**src/rtl/maxpool_ctrl.sv**
```systemverilog
// maxpool_ctrl: walks non-overlapping POOLxPOOL windows of a row-major map, driving an external running-max accumulator and streaming one pooled value per window.
module maxpool_ctrl #(
  parameter int N          = 16,
  parameter int IMG_W      = 28,
  parameter int IMG_H      = 28,
  parameter int POOL       = 2,
  parameter int ADDR_W     = 10,
  parameter int OUT_ADDR_W = 8
) (
  input  logic                  clk,
  input  logic                  reset,
  input  logic                  start,
  output logic                  busy,
  output logic                  done,
  output logic                  rd_en,
  output logic [ADDR_W-1:0]     rd_addr,
  input  logic signed [N-1:0]   rd_data,
  output logic                  acc_clr,
  output logic                  acc_valid,
  output logic signed [N-1:0]   acc_din,
  input  logic signed [N-1:0]   acc_max,
  output logic                  out_valid,
  input  logic                  out_ready,
  output logic signed [N-1:0]   out_data,
  output logic [OUT_ADDR_W-1:0] out_addr
);
  localparam int OUT_W = IMG_W / POOL;
  localparam int OUT_H = IMG_H / POOL;
  typedef enum logic [2:0] {IDLE, CLR, READ, WAIT1, WAIT2, EMIT, DONE} state_t;
  state_t state_q, state_d;
  logic [ADDR_W-1:0] wx_q, wx_d, wy_q, wy_d, dx_q, dx_d, dy_q, dy_d;
  logic signed [N-1:0] out_data_q, out_data_d;
  logic [OUT_ADDR_W-1:0] out_addr_q, out_addr_d;
  logic acc_valid_q, acc_valid_d;
  logic last_dx, last_px, last_wx, last_win;
  always_comb begin
    last_dx    = dx_q == ADDR_W'(POOL - 1);
    last_px    = last_dx && dy_q == ADDR_W'(POOL - 1);
    last_wx    = wx_q == ADDR_W'(OUT_W - 1);
    last_win   = last_wx && wy_q == ADDR_W'(OUT_H - 1);
    state_d    = state_q;
    wx_d       = wx_q;
    wy_d       = wy_q;
    dx_d       = dx_q;
    dy_d       = dy_q;
    out_data_d = out_data_q;
    out_addr_d = out_addr_q;
    case (state_q)
      IDLE: if (start) begin
        wx_d    = '0;
        wy_d    = '0;
        dx_d    = '0;
        dy_d    = '0;
        state_d = CLR;
      end
      CLR:   state_d = READ;
      READ: begin
        dx_d    = last_dx ? '0 : dx_q + ADDR_W'(1);
        dy_d    = !last_dx ? dy_q : last_px ? '0 : dy_q + ADDR_W'(1);
        state_d = last_px ? WAIT1 : READ;
      end
      WAIT1: state_d = WAIT2;
      WAIT2: begin
        out_data_d = acc_max;
        out_addr_d = OUT_ADDR_W'(32'(wy_q) * OUT_W + 32'(wx_q));
        state_d    = EMIT;
      end
      EMIT: if (out_ready) begin
        wx_d    = last_wx ? '0 : wx_q + ADDR_W'(1);
        wy_d    = last_wx ? wy_q + ADDR_W'(1) : wy_q;
        state_d = last_win ? DONE : CLR;
      end
      DONE:    state_d = IDLE;
      default: state_d = IDLE;
    endcase
  end
  assign rd_en       = state_q == READ;
  assign rd_addr     = rd_en ? ADDR_W'((32'(wy_q) * POOL + 32'(dy_q)) * IMG_W + 32'(wx_q) * POOL + 32'(dx_q)) : '0;
  assign acc_valid_d = rd_en;
  assign acc_clr     = state_q == CLR;
  assign acc_valid   = acc_valid_q;
  assign acc_din     = rd_data;
  assign busy        = state_q inside {CLR, READ, WAIT1, WAIT2, EMIT};
  assign done        = state_q == DONE;
  assign out_valid   = state_q == EMIT;
  assign out_data    = out_data_q;
  assign out_addr    = out_addr_q;
  always_ff @(posedge clk) begin
    if (reset) begin
      state_q     <= IDLE;
      wx_q        <= '0;
      wy_q        <= '0;
      dx_q        <= '0;
      dy_q        <= '0;
      out_data_q  <= '0;
      out_addr_q  <= '0;
      acc_valid_q <= 1'b0;
    end else begin
      state_q     <= state_d;
      wx_q        <= wx_d;
      wy_q        <= wy_d;
      dx_q        <= dx_d;
      dy_q        <= dy_d;
      out_data_q  <= out_data_d;
      out_addr_q  <= out_addr_d;
      acc_valid_q <= acc_valid_d;
    end
  end
endmodule

```
**config.mk**
```make
export PLATFORM = sky130hd
export DESIGN_NAME = maxpool_ctrl
export DESIGN_NICKNAME = d
export VERILOG_FILES = /design/src/rtl/maxpool_ctrl.sv
export SDC_FILE = /design/constraint.sdc
export NUM_CORES = 1
export LEC_CHECK = 0
export BUFFER_PORTS_ARGS = -buffer_cell sky130_fd_sc_hd__buf_2
export CAP_MARGIN = 5
export CORE_ASPECT_RATIO = 1.75
export CORE_UTILIZATION = 28
export CTS_CLUSTER_DIAMETER = 40
export DETAILED_ROUTE_END_ITERATION = 10
export GPL_TIMING_DRIVEN = 1
export PLACE_DENSITY_LB_ADDON = 0.05
export SETUP_SLACK_MARGIN = 0.3
export SYNTH_ARGS = -nofsm -noshare
export SYNTH_HDL_FRONTEND = slang
export SYNTH_SLANG_ARGS = --single-unit
```
**constraint.sdc**
```tcl
create_clock -name clk -period 5.3 [get_ports clk]
set_input_delay 0.265 -clock clk [delete_from_list [all_inputs] [get_ports clk]]
set_output_delay 0.265 -clock clk [all_outputs]
set_load 0.005 [all_outputs]
```
==> summary.txt, run 1 <==
Logic synthesis
  – Syn_nets: 679
  – Seq/Total Area, Yosys: 28.4%
  – Synth unique cells: 51
  – FFs w/ async S/R, synth: 0%
  – Synth Cell Area: 0.00479 mm2
  – Yosys top cell area share: 28.4%
  – Synth Flop Type: dfxtp_1
  – Avg Cell Area, Syn: 8.28 um2
  – Synth Warn #: 0
  – EDFF count, synth: 0
  – Count of state elements after synthesis: 68
  – Top post-synthesis cells by area: dfxtp_1, ha_1, fa_1, xnor2_1, a21oi_1
  – Leading area contributor after synthesis: dfxtp_1
  – Post-synthesis cell count: 579

Power
  – Cell Pwr Density: 229 mW/mm2
  – Leak pwr: 2.58 nW
  – Max VDD drop: 0.108 mV

Floorplanning
  – Io pins: 92
  – Die height: 175 um
  – DIE AREA: 0.0177 mm2
  – Initial Utilization: 28.4%
  – Die width: 101 um
  – Core Area: 0.0169 mm2
  – Rows: 63

Timing
  – Pins over their slew limit: 0
  – Highest Clock Rate: 212 MHz
  – Worst-Margin Slew: 1030 ps
  – RSZ-0062 raised after global routing: false
  – Setup TNS: 0 ps
  – Fin crit share: 88.9%
  – Final Setup Violations: 0
  – Final Hold Viols: 0
  – Max_slew headroom: 31.4%
  – Clock Skews: 8.94 ps
  – Final min period: 4710 ps

Clock network
  – Num Clock Sinks: 68
  – TritonCTS clock tree: yes
  – CTS Buffer Depth: 2
  – Root Driver: clkbuf_16
  – Clk slew on worst S/H paths: 60 ps
  – Hold-fix buffers, CTS: 0
  – Clk_lat worst skew: 340 ps
  – TritonCTS Buffers: 9
  – H-Tree Depth: 3

Critical path
  – R2r setup slk: 2390 ps
  – Slowest-stage cell, CP: fa_1
  – Path depth of the worst reg2reg path: 12
  – Worst Path Class, Setup: flop to output port
  – Worst path max stage delay: 530 ps
  – Startpoint Class: flop
  – Top cell by count, worst path: xnor2_1
  – WP data arrival: 4450 ps
  – R2r startpoint: wy_q[0]
  – Buf+Inv Stages, Crit Path: 3
  – Crit Path Max Fanout: 6
  – CP required: 5040 ps
  – Crit Reg-Reg Endpoint: out_addr[7]
  – Worst path cell trace: ha_4, a21oi_4, xnor2_2, inv_2, fa_1, fa_1, inv_1, a21o_1, a21oi_1, xor2_1, fa_2, xnor2_2, xnor2_1, xnor2_1, xnor2_1, xnor3_1, xnor2_1, and2_1, buf_2
  – Crit path depth: 19
  – Top delay family on crit path: adder cells
  – CP endpoint kind: output port

Detailed routing
  – 1st-iter DRT viols: 109
  – Via count: 3924
  – Avg Vias per Cell: 4.59
  – Wire per inst: 15.0 um
  – Antenna-violating nets left: 0
  – Drt drc: 0
  – Final WL: 12800 um
  – Drt first pass iters: 6

Cells and area
  – Ant diodes: 0
  – Final #Nets: 722
  – Final Cell Area: 0.00567 mm2
  – Share of layout cells above drive strength 1: 18.0%
  – Commonest non-fill, non-tap cell in the layout: nor2_1
  – Synthesis-to-finish area growth: 18.3%
  – Most frequent cells in the layout: nor2_1, nand2_1, dfxtp_1
  – Non-filler instance count after layout: 854

Global route
  – GRT Util Overall: 15.2%
  – Initial antenna violation count: 0
  – Vias in the first global route: 4016
  – First-pass GRT wire length: 20500 um
  – Largest net degree at the start of global routing: 50
  – Grt ovf: 0

Place
  – Placed cell count: 836
  – DP HPWL: 9920 um
  – Placed cell area: 0.00522 mm2
  – PortBufs: 59
  – Placer Congestion: 0.777

Run
  – Number of max-cap violations: 0

Hold path
  – Hold Startpoint: acc_max[0]
  – WHS Path Cells: 3
  – Hold WC Path Type: input port to flop
  – Worst Hold End: out_data[0]

Status
  – Status: finished, final reports clean
worst min-delay path: stages:
cell     delay (ps)
buf_2            90
nand2_1          40
a21oi_1          50
synth_stat cells (9+ instances only):
cell type and number:
fa_1 18, clkbuf_1 16, xnor2_1 32, and3_1 19, nand2_1 66, xor2_1 20
inv_1 35, nand4_1 9, buf_4 16, o21ai_1 13, nor2_1 68, a21oi_1 55
dfxtp_1 68, ha_1 46, a21o_1 11
logic make-up (layout without fill, tap and decap cells):
family,after synthesis,in the layout,share of synthesized area (%)
AND/OR/NAND/NOR,212,212,21.1
AO/OA/AOI/OAI,108,108,13.6
buffers and inverters,72,120,6.92
flip-flops,68,68,28.4
adder cells (fa/ha/maj),64,64,19.5
XOR/XNOR,53,53,9.97
multiplexers,2,2,0.418
how the worst max path moves through the flow:
| stage | endpoint | from |
|---|---|---|
| 6_report | rd_addr[9] | wy_q[1] |
| 5_1_grt | rd_addr[9] | wy_q[1] |
| 4_1_cts | rd_addr[9] | wy_q[1] |
| 3_5_place_dp | rd_addr[9] | wy_q[1] |
| 3_3_place_gp | rd_addr[9] | wy_q[1] |
| 2_1_floorplan | rd_addr[9] | wy_q[1] |
per-layer routing:
layer | GRT usage, % | routed length, um | up-vias
li1 | - | - | 2023
met1 | 15.8 | 5150 | 1837
met2 | 29.8 | 7110 | 54
met3 | 2.36 | 348 | 10
met4 | 4.95 | 181 | 0
met5 | 0 | 0 | -
report_power, final:
part	total (mW)	internal, mW	switching, mW
clock	0.667	0.415	0.252
combinational	0.104	0.0352	0.0685
sequential	0.528	0.516	0.0116
total	1.30	0.966	0.333
layout make-up:
type / instances / area, um2
clock inverters: 7 / 98.8
well taps: 227 / 284
flip-flops and latches: 68 / 1370
multi-input cells: 439 / 3200
inverters: 39 / 146
clock buffers: 9 / 225
repair buffers: 65 / 340
fillers: 1865 / 11200
metrics by stage:
stage | worst slack (ps) | util (%) | total power [mW] | hold slack [ps]
floorplan | 881 | - | 0.616 | 401
finish | 586 | 33.6 | 1.30 | 165
global placement | 614 | 31.0 | 0.645 | 440
global route | 292 | 33.6 | 1.36 | 162
detailed placement | 563 | 31.0 | 0.645 | 445
CTS | 305 | 33.0 | 1.33 | 154
sequential cells by signal (all words and copies together) (netlist names):
name	cells
out_data	16
dx_q	10
dy_q	10
wx_q	10
wy_q	10
out_addr	8
state_q	3
acc_valid	1
repair_timing:
item	in CTS	in global routing
setup buffers	0	2
pin swaps	0	4
setup endpoints to repair	1	1
hold endpoints to repair	0	0
gates cloned	0	0
gates resized for setup	4	23
No activity file was read; power rests on OpenSTA's default activity.
==> run 2, diff against run 1 <==
- ABC_AREA: not set -> 1
==> run 2 against run 1 <==
Global-route usage rose by 2.0 points. Register-to-register slack got worse by 130 ps. Sequential power fell by 0.9%. Die area is 8.4% higher. Setup slack gained 63 ps. Sequential share of layout area shrank 1.6 points. First-iteration DRC count rose by 7.3%. Utilization down 0.22 points. Largest power group unchanged.
==> summary.txt, run 2 <==
Power
  – Cell Pwr Density: 206 mW/mm2 (was 229 mW/mm2)
  – Max VDD drop: 0.157 mV (was 0.108 mV)
  – Leak pwr: 2.97 nW (was 2.58 nW)
  – Power Total: 1.25 mW (was 1.30 mW)

Detailed routing
  – Via count: 4818 (was 3924)
  – Antenna-violating nets left: 0 (unchanged)
  – Wire per inst: 14.9 um (was 15.0 um)
  – 1st-iter DRT viols: 117 (was 109)
  – Drt drc: 0 (unchanged)
  – Final WL: 15400 um (was 12800 um)
  – Avg Vias per Cell: 4.65 (was 4.59)
  – Drt first pass iters: 4 (was 6)

Critical path
  – Crit Reg-Reg Endpoint: out_addr[7] (unchanged)
  – CP required: 5040 ps (about the same)
  – Worst Setup EP: rd_addr[9] (unchanged)
  – R2r startpoint: wy_q[2] (was wy_q[0])
  – Startpoint Class: flop (unchanged)
  – Crit path launch: wy_q[1] (unchanged)
  – CP endpoint kind: output port (unchanged)
  – WP data arrival: 4390 ps (was 4450 ps)
  – R2r setup slk: 2260 ps (was 2390 ps)
  – Crit Path Max Fanout: 6 (unchanged)
  – Worst Path Class, Setup: flop to output port (unchanged)
  – Path depth of the worst reg2reg path: 13 (was 12)

Place
  – Placed cell count: 1020 (was 836)
  – DP HPWL: 12200 um (was 9920 um)
  – PortBufs: 59 (unchanged)
  – Worst slack, placed: 677 ps (was 563 ps)
  – Placer Congestion: 0.802 (was 0.777)
  – Placed cell area: 0.00565 mm2 (was 0.00522 mm2)

Timing
  – Final min period: 4650 ps (was 4710 ps)
  – Highest Clock Rate: 215 MHz (was 212 MHz)
  – Clock Skews: 8.07 ps (was 8.94 ps)
  – Setup TNS: 0 ps (unchanged)
  – RSZ-0062 raised after global routing: false (unchanged)
  – Fin crit share: 87.8% (was 88.9%)
  – Final Hold Viols: 0 (unchanged)
  – Worst Slack Setup Final: 649 ps (was 586 ps)
  – Max_slew headroom: 41.5% (was 31.4%)
  – Pins over their slew limit: 0 (unchanged)
  – Worst-Margin Slew: 876 ps (was 1030 ps)
  – Final Setup Violations: 0 (unchanged)

Logic synthesis
  – Most numerous cell in the Yosys netlist: nand2_1
  – Seq/Total Area, Yosys: 26.2% (was 28.4%)
  – Yosys top cell area share: 26.2% (was 28.4%)
  – FFs w/ async S/R, synth: 0% (unchanged)
  – Synth Warn #: 0 (unchanged)
  – Count of state elements after synthesis: 68 (unchanged)
  – Synth Cell Area: 0.00520 mm2 (was 0.00479 mm2)
  – Avg Cell Area, Syn: 6.91 um2 (was 8.28 um2)
  – Leading area contributor after synthesis: dfxtp_1 (unchanged)
  – Synth Flop Type: dfxtp_1 (unchanged)
  – Post-synth top cells: nand2_1, inv_1, nor2_1 (was dfxtp_1, nor2_1, nand2_1)
  – Syn_nets: 853 (was 679)
  – Synth unique cells: 35 (was 51)
  – EDFF count, synth: 0 (unchanged)
  – Top post-synthesis cells by area: dfxtp_1, nand2_1, ha_1, inv_1, fa_1 (was dfxtp_1, ha_1, fa_1, xnor2_1, a21oi_1)
  – Post-synthesis cell count: 753 (was 579)

Clock network
  – CTS Buffer Depth: 2 (unchanged)
  – H-Tree Depth: 3 (unchanged)
  – Root Driver: clkbuf_16 (unchanged)
  – Hold-fix buffers, CTS: 0 (unchanged)
  – Num Clock Sinks: 68 (unchanged)
  – TritonCTS clock tree: yes (unchanged)
  – TritonCTS Buffers: 9 (unchanged)
  – Clk slew on worst S/H paths: 60 ps (about the same)
  – Clk_lat worst skew: 340 ps (about the same)

Floorplanning
  – Initial Utilization: 28.7% (was 28.4%)
  – Die width: 105 um (was 101 um)
  – DIE AREA: 0.0192 mm2 (was 0.0177 mm2)
  – Rows: 65 (was 63)
  – Die height: 182 um (was 175 um)
  – Io pins: 92 (unchanged)
  – Core Area: 0.0181 mm2 (was 0.0169 mm2)

Hold path
  – Hold WC Path Type: input port to flop (unchanged)

Cells and area
  – Share of layout cells above drive strength 1: 13.7% (was 18.0%)
  – Synthesis-to-finish area growth: 16.4% (was 18.3%)
  – Max reg flops: 16 (unchanged)
  – Commonest non-fill, non-tap cell in the layout: nand2_1 (was nor2_1)
  – Final #Nets: 898 (was 722)
  – Non-filler instance count after layout: 1037 (was 854)
  – Final Cell Area: 0.00606 mm2 (was 0.00567 mm2)
  – Ant diodes: 0 (unchanged)
  – Most frequent cells in the layout: nand2_1, inv_1, nor2_1 (was nor2_1, nand2_1, dfxtp_1)

Status
  – Status: finished, final reports clean (unchanged)

Global route
  – Initial antenna violation count: 0 (unchanged)
  – Grt ovf: 0 (unchanged)
  – Largest net degree at the start of global routing: 35 (was 50)
  – First-pass GRT wire length: 25100 um (was 20500 um)
  – Vias in the first global route: 4923 (was 4016)
  – GRT Util Overall: 17.1% (was 15.2%)

Run
  – Number of max-cap violations: 0 (unchanged)
## run 2: cell types whose count changed after synthesis, sizes merged, moves of 6 or more
cell / delta
xnor2: -24
o21ai: +30
nor2: +21
and3: -19
inv: +73
nand3: +33
nor3: +6
nand2: +97
a21o: -10
## run 2: worst min-delay path by stage
| stage | startpoint | end | slack, ps | cells past startpoint |
|---|---|---|---|---|
| after floorplan | acc_max[0] | out_data[0] | 400 | 2 |
| after global placement | wx_q[9] | wx_q[9] | 460 | 2 |
| after detailed placement | wx_q[9] | wx_q[9] | 460 | 2 |
| after CTS | acc_max[6] | out_data[6] | 130 | 3 |
| after global routing | acc_max[15] | out_data[15] | 150 | 3 |
| final | acc_max[5] | out_data[5] | 150 | 3 |
## run 2: per-stage QoR
step / hold slack (ps) / utilization [%]
finish: 150 / 33.4
global placement: 455 / 31.1
floorplan: 400 / -
CTS: 135 / 32.8
detailed placement: 458 / 31.1
global route: 152 / 33.4
## run 2: kinds of logic (layout without fill, tap and decap cells)
group	after synthesis	after routing	synth area share, %
buffers and inverters	146	196	11.9
DFF	68	68	26.2
AOI/OAI and AO/OA	110	110	11.1
xor gates and xnor gates	29	29	4.88
and+or+nand+nor	336	336	28.1
adders and majority gates	64	64	18.0
## run 2: timing repair
action	in CTS	in global routing
endpoints found under the setup margin	1	1
setup buffers	0	1
pin swaps	0	0
resized for setup	2	20
## run 2: layout make-up
class,instances,area (um2)
Multi-Input combinational cell,539,3320
Clock buffer,15,268
Inverter,114,428
Fill cell,1974,12100
Sequential cell,68,1370
Timing Repair Buffer,66,348
Tap cell,234,293
Clock inverter,1,30.0
## run 2: per-layer routing
layer  vias up  track usage, %  part of all wire, %
li1       2483               -                    -
met1      2189            17.1                   38
met2       121            33.7                   56
met3        25            2.07                  2.9
met4         0            9.01                  3.2
met5         -               0                    0
## run 2: where the power goes
group          switching, mW  internal (mW)  total [mW]
sequential           0.00609          0.517       0.523
combinational         0.0787         0.0275       0.106
clock                  0.227          0.391       0.618
total                  0.312          0.935        1.25
## run 2: critical path, cell delays in order (launching register included)
cell and delay [ps]:
dfxtp_4 380, ha_4 260, xor2_2 170, inv_1 140
fa_1 430, inv_1 60, ha_1 200, inv_1 70
fa_1 410, xnor2_1 240, fa_1 460, ha_1 370
a21oi_1 170, o21ai_1 70, a21oi_1 160, nand3_1 120
nand3_1 100, nand2_1 50, nor2_1 90, buf_2 120
==> run 3, diff against run 2 <==
- BUFFER_PORTS_ARGS: -buffer_cell sky130_fd_sc_hd__buf_2 -> not set
- CAP_MARGIN: 5 -> not set
- DONT_BUFFER_PORTS: not set -> 1
- clock period: 5.3 -> 4.6 ns (I/O delays scaled with it)
==> run 3 against run 2 <==
Die area did not move. Via count fell by 4.6%. Power rose by 14%. Non-clock buffer count fell by 44. Utilization rose by 0.27 points. Highest routed layer unchanged. Flip-flop and latch count did not move. Sequential share of layout area fell by 0.20 points. First-iteration DRC count did not move.
==> summary.txt, run 3 (synthesis gave the netlist of run 2 again) <==
Detailed routing
  – Antenna-violating nets left: 0 (unchanged)
  – Wire per inst: 15.0 um (was 14.9 um)
  – Avg Vias per Cell: 4.63 (was 4.65)
  – 1st-iter DRT viols: 117 (unchanged)
  – Via count: 4596 (was 4818)
  – Final WL: 14900 um (was 15400 um)
  – Drt drc: 0 (unchanged)
  – Drt first pass iters: 4 (unchanged)

Critical path
  – Worst path cell trace: ha_4, nand2_4, nand2_4, or2_4, nand2_4, fa_1, inv_1, ha_2, nand2_1, nand2_1, a31oi_1, xnor2_1, fa_1, ha_4, nand2_2, o21ai_2, a21oi_2, nand3b_1, a21oi_1, nor2_2 (was ha_4, xor2_2, inv_1, fa_1, inv_1, ha_1, inv_1, fa_1, xnor2_1, fa_1, ha_1, a21oi_1, o21ai_1, a21oi_1, nand3_1, nand3_1, nand2_1, nor2_1, buf_2)
  – Top delay family on crit path: adder cells (unchanged)
  – Top cell by count, worst path: nand2_4
  – WP data arrival: 4080 ps (was 4390 ps)
  – Path depth of the worst reg2reg path: 13 (unchanged)
  – Startpoint Class: flop (unchanged)
  – Crit path depth: 20 (was 19)
  – Crit Path Max Fanout: 4 (was 6)
  – Buf+Inv Stages, Crit Path: 1 (was 4)
  – CP required: 4370 ps (was 5040 ps)
  – CP endpoint kind: output port (unchanged)
  – Worst path max stage delay: 590 ps (was 460 ps)
  – Worst Path Class, Setup: flop to output port (unchanged)
  – Slowest-stage cell, CP: fa_1 (unchanged)

Cells and area
  – Ant diodes: 0 (unchanged)
  – Commonest non-fill, non-tap cell in the layout: nand2_1 (unchanged)
  – Final #Nets: 854 (was 898)
  – Max reg flops: 16 (unchanged)
  – Share of layout cells above drive strength 1: 13.4% (was 13.7%)
  – Final Cell Area: 0.00611 mm2 (was 0.00606 mm2)
  – Synthesis-to-finish area growth: 17.4% (was 16.4%)
  – Fin util: 33.7% (was 33.4%)
  – Fillcell total: 1957 (was 1974)
  – Most frequent cells in the layout: nand2_1, inv_1, nor2_1 (unchanged)

Timing
  – Worst-Margin Slew: 830 ps (was 876 ps)
  – Final Hold Viols: 0 (unchanged)
  – Final min period: 4310 ps
  – Highest Clock Rate: 232 MHz
  – Hold Slack: 34.8 ps (was 150 ps)
  – Fin crit share: 93.7%
  – Max_slew headroom: 44.6% (was 41.5%)
  – RSZ-0062 raised after global routing: true (was false)
  – Worst Slack Setup Final: 291 ps (was 649 ps)
  – Clock Skews: 12.7 ps (was 8.07 ps)
  – Setup TNS: 0 ps (unchanged)
  – Final Setup Violations: 0 (unchanged)
  – Pins over their slew limit: 0 (unchanged)

Place
  – PortBufs: 0 (was 59)
  – DP HPWL: 11600 um (was 12200 um)
  – Worst slack, placed: 214 ps (was 677 ps)
  – Placed cell area: 0.00538 mm2 (was 0.00565 mm2)
  – Placer Congestion: 0.798 (was 0.802)

Floorplanning
  – Io pins: 92 (unchanged)
  – Core Area: 0.0181 mm2 (unchanged)
  – DIE AREA: 0.0192 mm2 (unchanged)
  – Rows: 65 (unchanged)
  – Die width: 105 um (unchanged)
  – Initial Utilization: 28.7% (unchanged)
  – Die height: 182 um (unchanged)

Hold path
  – Hold WC Path Type: input port to flop (unchanged)
  – WHS Path Cells: 2 (was 3)

Clock network
  – Num Clock Sinks: 68 (unchanged)
  – TritonCTS Buffers: 9 (unchanged)
  – CTS Buffer Depth: 2 (unchanged)
  – Clk slew on worst S/H paths: 50 ps (was 60 ps)
  – H-Tree Depth: 3 (unchanged)
  – Root Driver: clkbuf_16 (unchanged)
  – TritonCTS clock tree: yes (unchanged)
  – Clk_lat worst skew: 340 ps (about the same)

Run
  – Number of max-cap violations: 0 (unchanged)

Global route
  – Initial antenna violation count: 0 (unchanged)
  – Largest net degree at the start of global routing: 29 (was 35)
  – GRT Util Overall: 16.3% (was 17.1%)
  – Vias in the first global route: 4673 (was 4923)
  – First-pass GRT wire length: 24100 um (was 25100 um)
  – Grt ovf: 0 (unchanged)

Power
  – Max VDD drop: 0.176 mV (was 0.157 mV)
  – Leak pwr: 2.79 nW (was 2.97 nW)
  – Cell Pwr Density: 232 mW/mm2 (was 206 mW/mm2)

Status
  – Status: finished, final reports clean (unchanged)
run 3: where the power goes:
part	switching, mW	total (mW)	internal [mW]	leakage, nW
combinational	0.0821	0.104	0.0220	2.09
clock	0.260	0.708	0.447	0.149
sequential	0.00837	0.604	0.596	0.552
total	0.351	1.42	1.07	2.79
run 3: area by class of cell:
cell class	instances	area (um2)	share of cell area, %
clock inverter	4	47.5	0.778
clock buffer	12	256	4.20
timing repair buffer	22	178	2.91
inverter	114	428	7.01
multi-input combinational	539	3530	57.9
tap	234	293	4.79
sequential	68	1370	22.4
run 3: routing by layer:
layer	vias up	wire length, um	GRT usage [%]
met3	15	477	2.43
met5	-	0	0
li1	2402	-	-
met2	92	8420	32.8
met4	0	287	5.80
met1	2087	5750	16.6
run 3: metrics by stage:
stage               power (mW)  std cells
floorplan                0.700        753
global placement         0.718        964
detailed placement       0.719        964
CTS                       1.45        990
global route              1.48        993
finish                    1.42        993
run 3: final timing paths:
kind                    from          end  slack (ps)
setup reg to reg     wy_q[2]  out_addr[7]        1440
setup / recovery     dy_q[2]   rd_addr[9]         290
hold / removal    acc_max[5]  out_data[5]          30
hold reg to reg      wx_q[9]      wx_q[9]         470
run 3: timing repair:
action / CTS / global route
cloned: 0 / 0
endpoints found under the setup margin: 3 / 3
endpoints found under the hold margin: 28 / 0
resized for setup: 39 / 26
setup buffers: 9 / 3
pin swaps: 20 / 25
hold buffers: 1 / 0
